## src/rtl/sram_bist_pkg.sv

```systemverilog
`default_nettype none
// ============================================================================
//  Module      : sram_bist_pkg
//  Description : Shared state encoding, March C- element table and data
//                backgrounds for the SRAM BIST controller.
//  Revision    : 1.0  initial release
// ============================================================================
package sram_bist_pkg;

    // Controller states; M0..M5 are consecutive so the element index is
    // simply the state minus c_ST_M0.
    localparam logic [3:0] c_ST_IDLE  = 4'd0;
    localparam logic [3:0] c_ST_M0    = 4'd1;
    localparam logic [3:0] c_ST_M1    = 4'd2;
    localparam logic [3:0] c_ST_M2    = 4'd3;
    localparam logic [3:0] c_ST_M3    = 4'd4;
    localparam logic [3:0] c_ST_M4    = 4'd5;
    localparam logic [3:0] c_ST_M5    = 4'd6;
    localparam logic [3:0] c_ST_FLUSH = 4'd7;
    localparam logic [3:0] c_ST_DONE  = 4'd8;

    localparam logic [2:0] c_LAST_ELEM = 3'd5;

    // Per-element attributes, bit i describes march element Mi.
    //   M0 up w0 | M1 up r0,w1 | M2 up r1,w0 | M3 dn r0,w1 | M4 dn r1,w0 | M5 up r0
    localparam logic [5:0] c_ELEM_DESC      = 6'b011000;
    localparam logic [5:0] c_ELEM_HAS_READ  = 6'b111110;
    localparam logic [5:0] c_ELEM_HAS_WRITE = 6'b011111;
    localparam logic [5:0] c_ELEM_RD_ONES   = 6'b010100;
    localparam logic [5:0] c_ELEM_WR_ONES   = 6'b001010;

    // Data backgrounds for one SRAM byte.
    localparam logic [7:0] c_D0 = 8'h00;
    localparam logic [7:0] c_D1 = 8'hFF;

    // Element index of a march state.
    function automatic logic [2:0] elem_of(input logic [3:0] st);
        logic [3:0] w_diff;
        w_diff = st - c_ST_M0;
        return w_diff[2:0];
    endfunction

endpackage
`default_nettype wire

```

## src/rtl/sram_bist_addr_gen.sv

```systemverilog
`default_nettype none
// ============================================================================
//  Module      : sram_bist_addr_gen
//  Description : Loadable up/down word-address counter with an op-phase
//                toggle for read-then-write march elements and a terminal
//                count flag that marks the final op of an element.
//  Revision    : 1.0  initial release
// ============================================================================
module sram_bist_addr_gen #(
    parameter int SRAM_ADDR_WIDTH = 13
) (
    input  wire logic                       hclk,
    input  wire logic                       hresetn,
    input  wire logic                       i_load,
    input  wire logic                       i_desc,
    input  wire logic                       i_two_op,
    input  wire logic                       i_step,
    output logic [SRAM_ADDR_WIDTH-1:0]      o_addr,
    output logic                            o_phase,
    output logic                            o_tc,
    output logic                            o_last
);

    localparam logic [SRAM_ADDR_WIDTH-1:0] c_ONE = {{(SRAM_ADDR_WIDTH-1){1'b0}}, 1'b1};

    logic [SRAM_ADDR_WIDTH-1:0] r_addr;
    logic                       r_phase;
    logic                       r_desc;

    // Load the element start address, otherwise step: a two-op element
    // holds the address for its write phase before advancing.
    always_ff @(posedge hclk or negedge hresetn) begin
        if (!hresetn) begin
            r_addr  <= '0;
            r_phase <= 1'b0;
            r_desc  <= 1'b0;
        end else if (i_load) begin
            r_addr  <= i_desc ? '1 : '0;
            r_phase <= 1'b0;
            r_desc  <= i_desc;
        end else if (i_step) begin
            if (i_two_op && !r_phase) begin
                r_phase <= 1'b1;
            end else begin
                r_phase <= 1'b0;
                r_addr  <= r_desc ? (r_addr - c_ONE) : (r_addr + c_ONE);
            end
        end
    end

    assign o_addr  = r_addr;
    assign o_phase = r_phase;
    assign o_tc    = r_desc ? (r_addr == '0) : (r_addr == '1);
    assign o_last  = o_tc && (r_phase || !i_two_op);

endmodule
`default_nettype wire

```

## src/rtl/sram_bist_ctrl.sv

```systemverilog
`default_nettype none
// ============================================================================
//  Module      : sram_bist_ctrl
//  Description : March C- BIST controller for the 2-bank 8 x SRAM array.
//                Passes the functional interface through when idle; when a
//                run is active it owns the array, checks read-back data one
//                cycle after each read and records the first failure.
//  Revision    : 1.0  initial release
// ============================================================================
module sram_bist_ctrl
    import sram_bist_pkg::*;
#(
    parameter int SRAM_ADDR_WIDTH = 13,
    parameter int DATA_WIDTH      = 32,
    parameter int SRAM_DATA_WIDTH = 8
) (
    input  wire logic                       hclk,
    input  wire logic                       hresetn,
    input  wire logic                       bist_start,
    input  wire logic [SRAM_ADDR_WIDTH-1:0] f_sram_addr,
    input  wire logic [DATA_WIDTH-1:0]      f_sram_wdata,
    input  wire logic                       f_sram_we,
    input  wire logic [3:0]                 f_bank0_cs,
    input  wire logic [3:0]                 f_bank1_cs,
    input  wire logic [SRAM_DATA_WIDTH-1:0] sram_b0,
    input  wire logic [SRAM_DATA_WIDTH-1:0] sram_b1,
    input  wire logic [SRAM_DATA_WIDTH-1:0] sram_b2,
    input  wire logic [SRAM_DATA_WIDTH-1:0] sram_b3,
    input  wire logic [SRAM_DATA_WIDTH-1:0] sram_b4,
    input  wire logic [SRAM_DATA_WIDTH-1:0] sram_b5,
    input  wire logic [SRAM_DATA_WIDTH-1:0] sram_b6,
    input  wire logic [SRAM_DATA_WIDTH-1:0] sram_b7,
    output logic [SRAM_ADDR_WIDTH-1:0]      sram_addr,
    output logic [DATA_WIDTH-1:0]           sram_wdata,
    output logic                            sram_we,
    output logic [3:0]                      bank0_cs,
    output logic [3:0]                      bank1_cs,
    output logic                            bist_busy,
    output logic                            bist_done,
    output logic                            bist_fail,
    output logic [SRAM_ADDR_WIDTH-1:0]      fail_addr,
    output logic [2:0]                      fail_elem,
    output logic [7:0]                      fail_mask
);

    localparam int c_REPL = DATA_WIDTH / SRAM_DATA_WIDTH;

    logic [3:0]                 r_state;
    logic [3:0]                 w_state_nxt;
    logic                       w_march;
    logic                       w_start;
    logic [2:0]                 w_elem;
    logic [2:0]                 w_next_elem;
    logic                       w_has_read;
    logic                       w_has_write;
    logic                       w_two_op;
    logic                       w_op_write;
    logic                       w_op_read;
    logic [SRAM_DATA_WIDTH-1:0] w_wbyte;
    logic [SRAM_ADDR_WIDTH-1:0] w_gen_addr;
    logic                       w_phase;
    logic                       w_tc;
    logic                       w_last;
    logic                       w_load;
    logic                       w_load_desc;
    logic [SRAM_DATA_WIDTH-1:0] w_rd [8];
    logic [7:0]                 w_mask;

    logic                       r_cmp_valid;
    logic [SRAM_DATA_WIDTH-1:0] r_cmp_exp;
    logic [SRAM_ADDR_WIDTH-1:0] r_cmp_addr;
    logic [2:0]                 r_cmp_elem;
    logic                       r_done;
    logic                       r_fail;
    logic [SRAM_ADDR_WIDTH-1:0] r_fail_addr;
    logic [2:0]                 r_fail_elem;
    logic [7:0]                 r_fail_mask;

    assign w_march     = (r_state >= c_ST_M0) && (r_state <= c_ST_M5);
    assign w_start     = ((r_state == c_ST_IDLE) || (r_state == c_ST_DONE)) && bist_start;
    assign w_elem      = elem_of(r_state);
    assign w_next_elem = w_elem + 3'd1;
    assign w_has_read  = c_ELEM_HAS_READ[w_elem];
    assign w_has_write = c_ELEM_HAS_WRITE[w_elem];
    assign w_two_op    = w_has_read && w_has_write;
    assign w_op_write  = w_march && w_has_write && (!w_has_read || w_phase);
    assign w_op_read   = w_march && !w_op_write;
    assign w_wbyte     = c_ELEM_WR_ONES[w_elem] ? c_D1 : c_D0;

    // Counter is reloaded on start and on the last op of every element but M5.
    assign w_load      = w_start || (w_march && w_last && (w_elem != c_LAST_ELEM));
    assign w_load_desc = w_start ? c_ELEM_DESC[0] : c_ELEM_DESC[w_next_elem];

    sram_bist_addr_gen #(
        .SRAM_ADDR_WIDTH (SRAM_ADDR_WIDTH)
    ) u_addr_gen (
        .hclk     (hclk),
        .hresetn  (hresetn),
        .i_load   (w_load),
        .i_desc   (w_load_desc),
        .i_two_op (w_two_op),
        .i_step   (w_march),
        .o_addr   (w_gen_addr),
        .o_phase  (w_phase),
        .o_tc     (w_tc),
        .o_last   (w_last)
    );

    // Next-state: walk M0..M5 on element completion, then one flush cycle.
    always_comb begin
        w_state_nxt = r_state;
        if (w_start) begin
            w_state_nxt = c_ST_M0;
        end else if (w_march && w_last) begin
            w_state_nxt = r_state + 4'd1;
        end else if (r_state == c_ST_FLUSH) begin
            w_state_nxt = c_ST_DONE;
        end
    end

    // State register.
    always_ff @(posedge hclk or negedge hresetn) begin
        if (!hresetn) begin
            r_state <= c_ST_IDLE;
        end else begin
            r_state <= w_state_nxt;
        end
    end

    // Array mux: BIST owns the array from M0 through FLUSH.
    always_comb begin
        sram_addr  = f_sram_addr;
        sram_wdata = f_sram_wdata;
        sram_we    = f_sram_we;
        bank0_cs   = f_bank0_cs;
        bank1_cs   = f_bank1_cs;
        if (bist_busy) begin
            sram_addr  = w_gen_addr;
            sram_wdata = w_op_write ? {c_REPL{w_wbyte}} : '0;
            sram_we    = w_op_write;
            bank0_cs   = w_march ? 4'b1111 : 4'b0000;
            bank1_cs   = w_march ? 4'b1111 : 4'b0000;
        end
    end

    assign w_rd[0] = sram_b0;
    assign w_rd[1] = sram_b1;
    assign w_rd[2] = sram_b2;
    assign w_rd[3] = sram_b3;
    assign w_rd[4] = sram_b4;
    assign w_rd[5] = sram_b5;
    assign w_rd[6] = sram_b6;
    assign w_rd[7] = sram_b7;

    // Per-SRAM mismatch against the byte expected for last cycle's read.
    always_comb begin
        w_mask = '0;
        for (int i = 0; i < 8; i++) begin
            w_mask[i] = r_cmp_valid && (w_rd[i] != r_cmp_exp);
        end
    end

    // Compare pipeline, first-failure capture and completion flag.
    always_ff @(posedge hclk or negedge hresetn) begin
        if (!hresetn) begin
            r_cmp_valid <= 1'b0;
            r_cmp_exp   <= '0;
            r_cmp_addr  <= '0;
            r_cmp_elem  <= '0;
            r_done      <= 1'b0;
            r_fail      <= 1'b0;
            r_fail_addr <= '0;
            r_fail_elem <= '0;
            r_fail_mask <= '0;
        end else if (w_start) begin
            r_cmp_valid <= 1'b0;
            r_done      <= 1'b0;
            r_fail      <= 1'b0;
            r_fail_addr <= '0;
            r_fail_elem <= '0;
            r_fail_mask <= '0;
        end else begin
            r_cmp_valid <= w_op_read;
            r_cmp_exp   <= c_ELEM_RD_ONES[w_elem] ? c_D1 : c_D0;
            r_cmp_addr  <= w_gen_addr;
            r_cmp_elem  <= w_elem;
            if ((|w_mask) && !r_fail) begin
                r_fail      <= 1'b1;
                r_fail_addr <= r_cmp_addr;
                r_fail_elem <= r_cmp_elem;
                r_fail_mask <= w_mask;
            end
            if (r_state == c_ST_FLUSH) begin
                r_done <= 1'b1;
            end
        end
    end

    assign bist_busy = w_march || (r_state == c_ST_FLUSH);
    assign bist_done = r_done;
    assign bist_fail = r_fail;
    assign fail_addr = r_fail_addr;
    assign fail_elem = r_fail_elem;
    assign fail_mask = r_fail_mask;

endmodule
`default_nettype wire
```

## config.mk

```make
export PLATFORM = sky130hd
export DESIGN_NAME = sram_bist_ctrl
export DESIGN_NICKNAME = d
export VERILOG_FILES = /design/src/rtl/sram_bist_pkg.sv /design/src/rtl/sram_bist_addr_gen.sv /design/src/rtl/sram_bist_ctrl.sv
export SDC_FILE = /design/constraint.sdc
export NUM_CORES = 1
export LEC_CHECK = 0
export CAP_MARGIN = 10
export CORE_MARGIN = 4
export CORE_UTILIZATION = 45
export DETAILED_ROUTE_END_ITERATION = 12
export PLACE_DENSITY = 0.93
export SLEW_MARGIN = 30
export SYNTH_ARGS = -nofsm -noshare
export SYNTH_HDL_FRONTEND = slang
export SYNTH_SLANG_ARGS = --single-unit
```

## constraint.sdc

```tcl
create_clock -name hclk -period 5.6 [get_ports hclk]
set_clock_uncertainty 0.1 [all_clocks]
set_input_delay 1.12 -clock hclk [delete_from_list [all_inputs] [get_ports hclk]]
set_output_delay 1.12 -clock hclk [all_outputs]
set_load 0.01 [all_outputs]
```

==> flow_metrics.py, run 1 <==
metrics = {
    "power_and_ir_drop": {
        "intPower_uw": 838,
        "power_frac_seq": 0.424,
        "ir_drop_mv": 0.100,
        "switchingPower_uw": 234,
        "p_leak_uw": 0.00288,
        "comb_power_share": 0.163,
        "p_clk_frac": 0.413,
        "power.density_mw_per_mm2": 166,
        "switching_share": 0.218,
    },
    "synth": {
        "synth_area_mm2": 0.00419,
        "synth_edf_count": 0,
        "async_flop_share": 1.00,
        "ys_seq_elements": 63,
        "syn_inst": 493,
        "ys_seq_area_frac": 0.376,
        "synth_nets": 630,
        "yosysWarnings": 0,
        "synth_ff_type": "dfrtp_1",
        "synth_area_per_cell_um2": 8.50,
        "synth.distinct_cells": 55,
    },
    "setup_path": {
        "crit_path_cell_trace": "inv_1 > ha_1 > nor3b_1 > a311oi_2 > buf_4 > nor2_4 > buf_16 > mux2_1 > clkdlybuf4s50_1",
        "setup.worst_path.class": "reg -> out",
        "rr_worst_depth": 8,
        "crit_path_max_incr_delay_ps": 490,
        "worstPathArrival_ps": 3250,
        "cp_max_fo": 33,
        "critical_path.top_delay_family": "buffers and inverters",
        "critPathSlowestCell": "clkdlybuf4s50_1",
        "endpoint_kind": "output pin",
        "critPathLaunchType": "flop",
        "critical_path_cell_count": 9,
        "critPathBufInv": 4,
        "cp.required_ps": 4380,
    },
    "timing": {
        "drv_slew": 0,
        "finalCritPeriodShare": 0.798,
        "setup_viol": 0,
        "final_hold_viol_count": 0,
        "fmax_mhz": 224,
        "grt_setup_unrepaired": "false",
        "period_minus_slack_ps": 4470,
        "max-slew-margin-rel": 0.474,
        "tightest_slew_ps": 782,
        "timing.setup.tns_ps": 0,
    },
    "routing": {
        "via_per_inst": 5.69,
        "drt_iter0_drc": 229,
        "remaining_drc_errors": 0,
        "num_vias": 4500,
        "final_antenna_net_count": 0,
        "wl_um": 13200,
        "drtPass1Iterations": 4,
        "wl_per_cell_um": 16.6,
    },
    "clock_tree": {
        "h-tree-depth": 3,
        "clk_latency_ps": 330,
        "root_buffer": "clkbuf_8",
        "clock_path_buffers": 2,
        "clk_pin_slew_ps": 70,
        "cts_resized": 0,
        "cts.sinks": 63,
        "cts_tree": "done",
        "cts_buffers": 9,
        "post_cts_buffers": 0,
        "cts_hold_buffers": 0,
    },
    "floorplanning": {
        "die_area_mm2": 0.0109,
        "ios": 202,
        "fp.dieW_um": 104,
        "initial_core_util": 0.471,
        "core_area_mm2": 0.00889,
        "rows": 34,
        "die_h_um": 104,
    },
    "layout": {
        "syn2layout_area_growth_pct": 54.5,
        "final_nets": 815,
        "final_layout_size_suffix_gt1_frac": 0.0512,
        "post-route-util": 0.728,
        "num_antenna_cells": 0,
    },
    "run": {
        "cap_violations": 0,
    },
    "place": {
        "io_buffer_count": 201,
        "gp_congestion": 0.895,
        "dpl.hpwl_um": 10100,
    },
    "global_routing": {
        "antenna_found_initial": 0,
        "grt_pass1_vias": 4566,
        "overflow": 0,
        "grt_pass1_wl_um": 21400,
        "grt_use_total": 0.235,
        "grt_max_degree": 64,
    },
    "hold_path": {
        "hold_path.class": "reg -> reg",
        "whs_path_depth": 2,
    },
    "status": {
        "outcome": "complete, no violations",
    },
}
## path summary, 6_finish.rpt
path / endpoint / slack, ps / from
max: sram_addr[8] / 1130 / r_state[0]
min: r_cmp_addr[7] / 370 / r_cmp_addr[7]
max reg2reg: u_addr_gen.o_addr[11] / 2170 / r_state[0]
min reg2reg: r_cmp_addr[7] / 370 / r_cmp_addr[7]
max in group asynchronous: r_cmp_addr[12] / 4040 / hresetn
min in group asynchronous: u_addr_gen.o_addr[7] / 840 / hresetn
## tightest hold or removal path, stage by stage (launching register included)
cell	delay (ps)
dfrtp_1	350
nand2_1	50
nand2_1	50
## stage by stage
stage / cells / worst slack (ps) / area (um^2) / total power (uW) / hold slack (ps)
2_1_floorplan: 493 / 2160 / 4190 / 497 / 339
3_3_place_gp: 774 / 1370 / 6220 / 635 / 351
3_5_place_dp: 774 / 1210 / 6220 / 639 / 357
4_1_cts: 790 / 824 / 6440 / 1080 / 373
5_1_grt: 791 / 905 / 6470 / 1110 / 398
6_report: 791 / 1130 / 6470 / 1070 / 372
## synthesized netlist by cell type, drive strengths merged (2+ instances only)
| library cell | number | area, um^2 |
|---|---|---|
| o21bai | 2 | 15.0 |
| nor3 | 6 | 30.0 |
| nand3 | 25 | 125 |
| a21oi | 29 | 145 |
| mux2 | 12 | 135 |
| xor2 | 3 | 26.3 |
| o31ai | 5 | 37.5 |
| a221o | 3 | 30.0 |
| nor4 | 7 | 50.1 |
| o41ai | 6 | 75.1 |
| o22ai | 5 | 31.3 |
| inv | 10 | 37.5 |
| xnor2 | 9 | 86.3 |
| nand2 | 89 | 334 |
| buf | 13 | 80.1 |
| a31oi | 2 | 12.5 |
| clkbuf | 18 | 67.6 |
| a21o | 47 | 353 |
| and4 | 2 | 17.5 |
| dfrtp | 63 | 1580 |
| or4 | 8 | 60.1 |
| nor2 | 23 | 86.3 |
| o21a | 2 | 15.0 |
| and2 | 2 | 12.5 |
| o21ai | 37 | 185 |
| nand4 | 11 | 68.8 |
| or3 | 17 | 106 |
| nor3b | 2 | 15.0 |
| or2 | 3 | 18.8 |
| ha | 15 | 188 |
## power by group through the flow
stage | clock network (uW) | registers [uW] | logic, uW
global route | 471 | 454 | 186
CTS | 446 | 455 | 177
finish | 443 | 455 | 175
detailed placement | 0 | 464 | 175
global placement | 0 | 464 | 172
floorplan | 0 | 464 | 33.5
## cells by family after synthesis
logic type | synth area share
simple gates | 0.229
compound gates | 0.239
flops | 0.376
buf+inv | 0.0442
fa+ha+maj | 0.0496
mux | 0.0346
xor+xnor | 0.0269
## final cells by class
type,instances,area [um^2]
Clock inverter,5,81.3
Tap cell,108,135
Inverter,10,37.5
Fill cell,685,2420
Multi-Input combinational cell,389,2440
Timing Repair Buffer,205,2060
Sequential cell,63,1580
Clock buffer,11,141
## per-layer routing
layer / GRT usage / up-vias / routed length (um)
met3: 0.0552 / 31 / 903
met2: 0.412 / 188 / 6550
met4: 0.0874 / 0 / 306
li1: - / 2168 / -
met1: 0.279 / 2113 / 5400
met5: 0 / - / 0
## cell usage in the layout, fill, tap and decap left out, types with 3 or more instances in the layout
master / Yosys / final
a21o_1: 47 / 47
a21oi_1: 29 / 29
a221o_1: 3 / 3
buf_4: 3 / 3
clkbuf_8: 0 / 10
clkdlybuf4s50_1: 0 / 200
dfrtp_1: 63 / 63
ha_1: 15 / 15
inv_1: 10 / 10
mux2_1: 11 / 11
nand2_1: 89 / 89
nand3_1: 25 / 25
nand4_1: 11 / 11
nor2_1: 23 / 21
nor3_1: 6 / 6
nor4_1: 6 / 6
o21ai_0: 9 / 9
o21ai_1: 28 / 28
o22ai_1: 5 / 5
o31ai_1: 5 / 5
o41ai_1: 3 / 3
o41ai_2: 3 / 3
or3_1: 17 / 17
or4_1: 8 / 8
xnor2_1: 8 / 8
xor2_1: 3 / 3
## registers in the layout (all words and copies together) (netlist names)
name / flops
u_addr_gen.r_desc: 1
r_cmp_elem: 3
fail_addr: 13
fail_mask: 8
r_cmp_valid: 1
bist_done: 1
r_state: 4
u_addr_gen.o_addr: 13
r_cmp_addr: 13
r_cmp_exp: 1
u_addr_gen.o_phase: 1
bist_fail: 1
fail_elem: 3
Note: power is estimated with default switching activity, not from simulation.
==> run 2, diff against run 1 <==
- CORE_UTILIZATION: 45 -> 42
- PLACE_DENSITY: 0.93 -> 0.87
- clock period: 5.6 -> 4.4 ns (I/O delays scaled with it)
==> run 2 against run 1 <==
- design area rose by 0.39%
- worst hold slack got worse by 2.5 ps
- via count up 0.47%
- critical endpoint is now sram_addr[11]
- setup slack got worse by 930 ps
- flip-flop and latch count did not move
- global-route usage shrank 0.19 points
- combinational power rose by 28%
- sequential power up 27%
- final cell count is 3.4% higher
- wire length rose by 3.9%
==> flow_metrics.py, run 2 (synthesis gave the netlist of run 1 again) <==
metrics = {
    "clock_tree": {
        "h-tree-depth": 3,
        "cts.sinks": 63,
        "cts_tree": "done",
        "cts_buffers": 9,
        "clk_latency_ps": 330,
        "clock_path_buffers": 2,
        "clk_pin_slew_ps": 70,
        "post_cts_buffers": 0,
        "root_buffer": "clkbuf_8",
    },
    "setup_path": {
        "endpoint_kind": "output pin",
        "setup.worst_path.class": "reg -> out",
        "cp_max_fo": 36,
        "crit_path_cell_trace": "inv_1 > ha_1 > nor3b_1 > a311oi_2 > nor2_4 > buf_12 > mux2_1 > clkdlybuf4s50_1",
        "critical_path.top_delay_family": "buffers and inverters",
        "critPathSlowestCell": "clkdlybuf4s50_1",
        "critPathLaunchType": "flop",
        "crit_path_max_incr_delay_ps": 490,
        "cp.required_ps": 3420,
        "worstPathArrival_ps": 3210,
        "critPathBufInv": 3,
    },
    "layout": {
        "final_nets": 818,
        "design_area_mm2": 0.00649,
        "num_antenna_cells": 0,
        "final_cell_mix": "200 x clkdlybuf4s50_1, 89 x nand2_1, 62 x dfrtp_1, 47 x a21o_1, 29 x a21oi_1",
        "syn2layout_area_growth_pct": 55.0,
        "final_layout_size_suffix_gt1_frac": 0.0540,
        "layout_commonest_cell": "clkdlybuf4s50_1",
    },
    "timing": {
        "drv_slew": 0,
        "finalCritPeriodShare": 0.953,
        "fmax_mhz": 238,
        "tightest_slew_ps": 694,
        "final_hold_viol_count": 0,
        "setup_viol": 0,
        "max-slew-margin-rel": 0.533,
        "period_minus_slack_ps": 4190,
        "hold_slack_ps": 369,
        "timing.setup.tns_ps": 0,
        "grt_setup_unrepaired": "false",
    },
    "floorplanning": {
        "die_area_mm2": 0.0116,
        "die_h_um": 108,
        "core_area_mm2": 0.00973,
        "rows": 36,
        "initial_core_util": 0.431,
        "fp.dieW_um": 108,
        "ios": 202,
    },
    "routing": {
        "via_per_inst": 5.53,
        "wl_um": 13700,
        "drtPass1Iterations": 5,
        "drt_iter0_drc": 370,
        "final_antenna_net_count": 0,
        "remaining_drc_errors": 0,
        "wl_per_cell_um": 16.7,
        "num_vias": 4521,
    },
    "global_routing": {
        "overflow": 0,
        "grt_pass1_vias": 4595,
        "grt_pass1_wl_um": 21900,
        "grt_use_total": 0.233,
        "antenna_found_initial": 0,
        "grt_max_degree": 49,
    },
    "place": {
        "gp_congestion": 0.941,
        "dpl.hpwl_um": 10500,
        "post_dp_cell_area_mm2": 0.00629,
        "io_buffer_count": 201,
    },
    "hold_path": {
        "hold_path.class": "reg -> reg",
    },
    "power_and_ir_drop": {
        "power.density_mw_per_mm2": 201,
        "p_leak_uw": 0.00289,
        "ir_drop_mv": 0.116,
        "p_total_uw": 1310,
    },
    "status": {
        "outcome": "complete, no violations",
    },
    "run": {
        "cap_violations": 0,
    },
}
[run 2: timing repair]
action | CTS | global route
hold buffers | 0 | 0
resized for setup | 0 | 2
endpoints found under the setup margin | 0 | 34
hold endpoints to repair | 0 | 0
[run 2: per-stage QoR]
step	setup WS [ps]	std cells	utilization
3_5_place_dp	534	803	0.646
6_report	205	818	0.668
3_3_place_gp	581	803	0.646
5_1_grt	23.2	818	0.668
2_1_floorplan	1200	493	-
4_1_cts	148	818	0.667
[run 2: layout make-up]
type                            count  area (um^2)
Clock buffer                       12          155
Clock inverter                      3         42.5
Fill cell                         750         3230
Inverter                           10         37.5
Multi-Input combinational cell    389         2440
Sequential cell                    63         1580
Tap cell                          133          166
Timing Repair Buffer              208         2080
[run 2: final timing paths]
kind	cells after the start	from	slack, ps	to
worst max-delay path	8	r_state[0]	210	sram_addr[11]
worst min-delay path	2	r_cmp_addr[12]	370	r_cmp_addr[12]
worst max register to register	8	r_state[0]	1040	u_addr_gen.o_addr[11]
worst min register to register	2	r_cmp_addr[12]	370	r_cmp_addr[12]
max in group asynchronous	2	hresetn	3040	r_state[0]
min in group asynchronous	1	hresetn	410	fail_addr[8]
[run 2: tightest hold or removal path: cells and delay by family (launching register included)]
kind | cells | cell delay, ps
DFF | 1 | 340
and+or+nand+nor | 2 | 100
[run 2: routing by layer]
layer | share of wire | track usage | up-vias | wire length [um]
met4 | 0.018 | 0.0730 | 0 | 247
met1 | 0.40 | 0.279 | 2100 | 5460
met3 | 0.083 | 0.0570 | 20 | 1130
li1 | - | - | 2172 | -
met2 | 0.50 | 0.411 | 229 | 6840
met5 | 0 | 0 | - | 0
[run 2: power by group]
| group | total, uW | switching, uW | internal, uW | leakage (uW) |
|---|---|---|---|---|
| Sequential | 579 | 0 | 579 | 0.000844 |
| Clock | 502 | 214 | 289 | 0.0000985 |
| Combinational | 224 | 70.0 | 154 | 0.00195 |
